## src/rtl/stopwatch_pkg.sv

```systemverilog
// Shared constants and state encoding for the stopwatch controller.
package stopwatch_pkg;

   localparam int          BCD_MAX  = 9;
   localparam int          DIGITS   = 4;
   localparam logic [15:0] TERMINAL = 16'h9999;

   typedef enum logic [2:0] {
      ST_IDLE,
      ST_RUN,
      ST_PAUSE,
      ST_LAP,
      ST_FULL
   } state_t;

endpackage

```

## src/rtl/key_edge.sv

```systemverilog
// One-bit rising-edge detector; history resets high so a key held through reset yields no event.
module key_edge (
   input  logic CLK,
   input  logic srst,
   input  logic key,
   output logic evt
);

   logic hist_reg;

   always_ff @(posedge CLK) begin
      if (srst) begin
         hist_reg <= 1'b1;
      end else begin
         hist_reg <= key;
      end
   end

   assign evt = key & ~hist_reg;

endmodule

```

## src/rtl/stopwatch_ctrl.sv

```systemverilog
// Stopwatch controller driving four cascaded BCD decade counters.
// Optional lap feature enabled by defining STOPWATCH_CTRL_LAP_EN.
module stopwatch_ctrl
   import stopwatch_pkg::*;
(
   input  logic        CLK,
   input  logic        CR,
   input  logic        TICK,
   input  logic        KEY_SS,
   input  logic        KEY_LAP,
   input  logic        KEY_CLR,
   input  logic [15:0] Q_IN,
   output logic [3:0]  EN,
   output logic        NCR_OUT,
   output logic [15:0] DISP,
   output logic        RUNNING,
   output logic        FULL
);

`ifdef STOPWATCH_CTRL_LAP_EN
   localparam logic LAP_ENABLED = 1'b1;
`else
   localparam logic LAP_ENABLED = 1'b0;
`endif

   logic ss_evt;
   logic lap_evt;
   logic clr_evt;
   logic lap_ok;

   state_t state_reg;
   state_t state_next;
   logic   clr_pulse_reg;
   logic   clr_pulse_next;

   logic              counting;
   logic              terminal;
   logic              term_tick;
   logic [DIGITS-1:0] en_chain;

   key_edge u_ss (
      .CLK  (CLK),
      .srst (CR),
      .key  (KEY_SS),
      .evt  (ss_evt)
   );

   key_edge u_lap (
      .CLK  (CLK),
      .srst (CR),
      .key  (KEY_LAP),
      .evt  (lap_evt)
   );

   key_edge u_clr (
      .CLK  (CLK),
      .srst (CR),
      .key  (KEY_CLR),
      .evt  (clr_evt)
   );

   assign lap_ok    = lap_evt & LAP_ENABLED;
   assign counting  = (state_reg == ST_RUN) || (state_reg == ST_LAP);
   assign terminal  = (Q_IN == TERMINAL);
   assign term_tick = TICK & counting & terminal;

   // Ripple enable: a digit advances only when every lower digit is about to wrap.
   assign en_chain[0] = TICK & counting & ~terminal & ~CR;
   generate
      for (genvar gi = 1; gi < DIGITS; gi++) begin : g_en
         assign en_chain[gi] = en_chain[gi-1] & (Q_IN[4*(gi-1) +: 4] == 4'(BCD_MAX));
      end
   endgenerate
   assign EN = en_chain;

   // Ignored events do not block lower-priority ones; only events meaningful in the state compete.
   always_comb begin
      state_next     = state_reg;
      clr_pulse_next = 1'b0;
      case (state_reg)
         ST_IDLE: begin
            if (clr_evt) begin
               clr_pulse_next = 1'b1;
            end else if (ss_evt) begin
               state_next = ST_RUN;
            end
         end
         ST_RUN: begin
            if (term_tick) begin
               state_next = ST_FULL;
            end else if (ss_evt) begin
               state_next = ST_PAUSE;
            end else if (lap_ok) begin
               state_next = ST_LAP;
            end
         end
         ST_PAUSE: begin
            if (clr_evt) begin
               state_next     = ST_IDLE;
               clr_pulse_next = 1'b1;
            end else if (ss_evt) begin
               state_next = ST_RUN;
            end
         end
         ST_LAP: begin
            if (term_tick) begin
               state_next = ST_FULL;
            end else if (ss_evt) begin
               state_next = ST_PAUSE;
            end else if (lap_ok) begin
               state_next = ST_RUN;
            end
         end
         ST_FULL: begin
            if (clr_evt) begin
               state_next     = ST_IDLE;
               clr_pulse_next = 1'b1;
            end
         end
         default: begin
            state_next = ST_IDLE;
         end
      endcase
   end

   always_ff @(posedge CLK) begin
      if (CR) begin
         state_reg     <= ST_IDLE;
         clr_pulse_reg <= 1'b1;
      end else begin
         state_reg     <= state_next;
         clr_pulse_reg <= clr_pulse_next;
      end
   end

   assign NCR_OUT = ~clr_pulse_reg;
   assign RUNNING = counting & ~CR;
   assign FULL    = (state_reg == ST_FULL) & ~CR;

`ifdef STOPWATCH_CTRL_LAP_EN
   logic [15:0] lap_reg;

   always_ff @(posedge CLK) begin
      if (CR) begin
         lap_reg <= 16'h0000;
      end else if ((state_reg == ST_RUN) && (state_next == ST_LAP)) begin
         lap_reg <= Q_IN;
      end
   end

   assign DISP = ((state_reg == ST_LAP) && !CR) ? lap_reg : Q_IN;
`else
   assign DISP = Q_IN;
`endif

endmodule

```

## config.mk

```make
export PLATFORM = sky130hd
export DESIGN_NAME = stopwatch_ctrl
export DESIGN_NICKNAME = d
export VERILOG_FILES = /design/src/rtl/stopwatch_pkg.sv /design/src/rtl/key_edge.sv /design/src/rtl/stopwatch_ctrl.sv
export SDC_FILE = /design/constraint.sdc
export NUM_CORES = 1
export LEC_CHECK = 0
export BUFFER_PORTS_ARGS = -buffer_cell sky130_fd_sc_hd__buf_2
export CORE_UTILIZATION = 39
export DETAILED_ROUTE_END_ITERATION = 10
export PLACE_DENSITY_LB_ADDON = 0.25
export SLEW_MARGIN = 20
export SYNTH_ARGS = -nofsm -noshare
export SYNTH_HDL_FRONTEND = slang
export SYNTH_SLANG_ARGS = --single-unit
```

## constraint.sdc

```tcl
create_clock -name CLK -period 3.8 [get_ports CLK]
set_input_delay 0.76 -clock CLK [delete_from_list [all_inputs] [get_ports CLK]]
set_output_delay 0.76 -clock CLK [all_outputs]
set_load 0.01 [all_outputs]
```

Word level (Yosys, flattened, before mapping)
Cells that the tools add are included.
{"block": "word_totals", "regBits": 6, "out_inout_bits": 23, "elab_cells": 45}
{"block": "op_classes", "n_eq_ne": 11, "mux": 9, "bitwise": 16, "n_reduce_logical": 5}
{"cell": "3-bit two-way mux", "count": 6}
{"cell": "16-bit equality test (second input constant)", "count": 1}
{"cell": "4-bit equality test (second input constant)", "count": 3}
{"cell": "3-bit one-hot mux with 4 select lines", "count": 1}
{"cell": "1-bit AND", "count": 11}
{"cell": "3-bit by 2-bit equality test with 1-bit output (second input constant)", "count": 2}
{"cell": "1-bit inverter", "count": 5}
{"cell": "2-bit != test (second input constant)", "count": 2}
{"cell": "3-bit by 1-bit equality test with 1-bit output (second input constant)", "count": 1}
{"cell": "3-bit equality test (second input constant)", "count": 1}
{"cell": "3-bit zero test", "count": 1}
{"cell": "3-bit by 1-bit != test with 1-bit output (second input constant)", "count": 1}
{"cell": "3-bit AND reduction", "count": 1}
{"cell": "3-bit OR reduction", "count": 1}
{"cell": "1-bit two-way mux", "count": 2}
{"cell": "2-bit OR reduction", "count": 1}
{"cell": "1-bit logical OR", "count": 1}

Longest topological paths before layout
{"block": "depth", "word_depth": 8, "ltp_mapped": 5, "ltp_nobuf": 4}

By module
Synthesis repeated with hierarchy kept, for this count alone.
{"block": "hier_totals", "hier_cells": 59, "hier_area_um2": 503.0}
{"mod": "stopwatch_ctrl", "instances": 1, "cells_per_inst": 53, "area_per_inst_um2": 437.9, "seq_area_each_um2": 80.1}
{"mod": "key_edge", "instances": 2, "cells_per_inst": 3, "area_per_inst_um2": 32.5, "seq_area_each_um2": 20.0}

Least setup slack after synthesis
No wires, ideal clock.
{"block": "synth_path", "path_type": "input -> output", "startpoint": "input Q_IN[5]", "endpoint": "output EN[3]", "arrival_ps": 1761, "slack_ps": 1279, "stages": 2, "n_path_buf": 0, "path_cell_list": "or4bb_1 nor4b_1"}
{"block": "synth_between", "elab_chain_len": 7, "word_cells_on_any_way": 8, "cone_classes": "2 x eq/ne; 6 x bitwise"}
{"item": "start: declaration", "line_no": "stopwatch_ctrl.sv:12", "source": "input logic [15:0] Q_IN,"}
{"item": "16-bit equality test", "line_no": "stopwatch_ctrl.sv:64", "source": "assign terminal = (Q_IN == TERMINAL);"}
{"item": "1-bit inverter", "line_no": "stopwatch_ctrl.sv:68", "source": "assign en_chain[0] = TICK & counting & ~terminal & ~CR;"}
{"item": "1-bit AND (2 in series)", "line_no": "stopwatch_ctrl.sv:68"}
{"item": "1-bit AND", "line_no": "stopwatch_ctrl.sv:71", "source": "assign en_chain[gi] = en_chain[gi-1] & (Q_IN[4*(gi-1) +: 4] == 4'(BCD_MAX));"}
{"item": "1-bit AND (*) (2 in series)", "line_no": "stopwatch_ctrl.sv:71"}
{"item": "end: declaration", "line_no": "stopwatch_ctrl.sv:13", "source": "output logic [3:0] EN,"}
Mark *: on every way between the ends. The rest lies on a longest branch, timed or not.

Final worst setup path
{"block": "layout_path", "startpoint": "input Q_IN[2]", "endpoint": "output EN[3]"}
{"block": "layout_between", "elab_chain_len": 7, "word_cells_on_any_way": 8, "cone_classes": "2 x eq/ne; 6 x bitwise"}
{"item": "16-bit equality test", "line_no": "stopwatch_ctrl.sv:64"}
{"item": "1-bit inverter", "line_no": "stopwatch_ctrl.sv:68"}
{"item": "1-bit AND (2 in series)", "line_no": "stopwatch_ctrl.sv:68"}
{"item": "1-bit AND (*) (3 in series)", "line_no": "stopwatch_ctrl.sv:71"}
Marks and branches as above.

==> metrics.cfg <==
[synth]
synth-seq-cells=6
synthTopCellsByArea=dfxtp_1, buf_4, and4bb_4, nor4bb_1, nor4b_1
synth-seq-area-share_pct=23.5
synth_nets=82
synth_largest_area_cell=dfxtp_1
syn_area_um2=512
avgSynthCellArea_um2=8.53
synthCells=60
netlist.area_leader.share_pct=23.5
synth_cell_type_count=27
yosys_warnings=0

[clock_tree]
clock-sinks=6
insertion_delay_ns=0.24
cts_tree=built
post_cts_buffers=0
post_cts_resized=0
htree_levels=1
cts-root-buf=clkbuf_4
numCtsBuffers=3
cts_max_path_buffers=2
clkTransAtPathRegs_ns=0.04
postCtsHoldBufs=0

[finish]
final_area_um2=642
area_delta_synth_final_pct=25.4
mostFrequentLayoutCells=buf_2, dfxtp_1
largest_register_ffs=3
post-route-util_pct=55.5
n_antenna_cell=0
final_layout_size_suffix_gt1_share_pct=59.6
final_common_cell=buf_2
fillers=129
nNetsFinal=113

[sta]
setup_slack_ns=1.14
hold_viol=0
setup_viol=0
slew_violations=0
fmax_mhz=376
relSlewSlack_pct=74.4
setup-tns-final_ns=0
worst_slew_pin_slew_ns=0.379
fin_crit_ns=2.66
finalCritPeriodShare_pct=70.0
rsz0062_at_grt=no
fin_worst_skew_ns=0.00337

[placement]
place_area_um2=619
pre_cts_slack_ns=1.12
portBuffers=43
dp_hpwl_um=902
globalplace.congestion=0.828

[route]
first_pass_iters=4
ant_nets=0
wl_per_cell_um=10.4
drcViolationCount=0
drt-total-wl_um=1070
vias=511
drtIter0Drc=2
viasPerCell=4.96

[global_routing]
grt_pass1_wl_um=1550
grt_usage_pct=15.7
grt_max_degree=9
grt_overflow=0
antenna_found_initial=0
grt_pass1_vias=390

[floorplan]
die_h_um=38.2
rows=12
core-area_um2=1160
die_area_um2=1460
die_x_um=38.2
io_pins=45
initial_core_util_pct=44.3

[power_and_ir_drop]
ir_drop_mv=0.164
pwr-share-comb_pct=24.7
p_int_w=0.000123
power.leakage_nw=0.320
p_sw_w=0.0000432
cellPowerDensity_nw_per_um2=259
seqPwrFrac_pct=41.1
pwr-share-clk_pct=34.2
p_sw_share_pct=26.0

[critical_path]
crit_family=simple AND/OR/NAND/NOR gates
arrival_ns=1.90
cp_cell_sequence=buf_2 > nor4bb_1 > nand3_1 > nor4b_1 > buf_2
critPathRequiredTime_ns=3.04
start_kind=input pin
crit_path_end_kind=primary output
max_stage_delay_ns=0.39
slowest_stage=nor4bb_1
cp_common_cell=buf_2
cp_max_fo=3
crit_buf_inv=2
worstSetupPathType=in -> out

[outcome]
status=finished clean

[run]
cap_violations=0

[worst_hold_path]
hold_path.class=reg -> reg

==> layer usage <==
layer / GRT usage [%] / up-vias / routed length (um)
li1: - / 261 / -
met1: 18.1 / 226 / 445
met2: 24.2 / 24 / 533
met3: 10.5 / 0 / 88
met4: 2.68 / 0 / 0
met5: 0 / - / 0
==> area by class of cell <==
cell class                      count  area [um2]  share of cell area [%]
Timing Repair Buffer               43         215                    33.5
Sequential cell                     6         120                    18.7
Tap cell                           14        17.5                    2.73
Clock buffer                        3        22.5                    3.51
Inverter                            2        7.51                    1.17
Multi-Input combinational cell     35         259                    40.4
==> stage by stage <==
step / hold slack [ns] / cells / power [W]
3_5_place_dp: 0.571 / 100 / 0.000111
3_3_place_gp: 0.558 / 100 / 0.000110
4_1_cts: 0.575 / 103 / 0.000169
2_1_floorplan: 0.510 / 60 / 0.0000983
5_1_grt: 0.624 / 103 / 0.000181
6_report: 0.573 / 103 / 0.000166
==> worst min-delay path, stage by stage (launching register included) <==
cell and delay (ns):
dfxtp_1 0.35, nand4b_1 0.11, a21oi_1 0.06
==> power by group through the flow <==
stage / logic (W) / clock network [W] / registers, W
after global placement: 0.0000406 / 0 / 0.0000691
final: 0.0000411 / 0.0000568 / 0.0000681
after CTS: 0.0000415 / 0.0000596 / 0.0000681
after floorplan: 0.0000296 / 0 / 0.0000686
after global routing: 0.0000445 / 0.0000677 / 0.0000683
after detailed placement: 0.0000414 / 0 / 0.0000692
==> Yosys cell counts <==
cell and n:
nor4b_1 2, nor2_1 3, nor2b_1 2, nand4b_1 1, nor3_1 1, nand2_1 1, and4bb_4 2, xnor2_1 1
a211o_1 1, nor2_2 1, nand3_1 2, and3_1 1, a31oi_1 1, and4_4 1, a21oi_1 3, a221oi_2 1
or4bb_1 1, nand2b_1 1, nor4bb_1 2, or2_2 2, dfxtp_1 6, inv_1 2, buf_4 16, buf_2 1
o21ai_0 3, a21o_1 1, a211oi_1 1
==> worst paths after layout <==
path	endpoint	cells after the start	slack, ns	from
worst min-delay path	state_reg[2]	2	0.57	state_reg[0]
worst max-delay path	EN[3]	5	1.14	Q_IN[2]
worst min register to register	state_reg[2]	2	0.57	state_reg[0]
worst max register to register	state_reg[0]	4	2.63	u_clr.hist_reg
==> kinds of logic (layout without fill, tap and decap cells) <==
| group | Yosys count | count (layout) | share of synthesized area [%] |
|---|---|---|---|
| xor+xnor | 1 | 1 | 1.71 |
| compound gates | 11 | 11 | 14.7 |
| simple gates | 23 | 23 | 34.2 |
| buf+inv | 19 | 48 | 25.9 |
| flops | 6 | 6 | 23.5 |
Note: power is estimated with default switching activity, not from simulation.
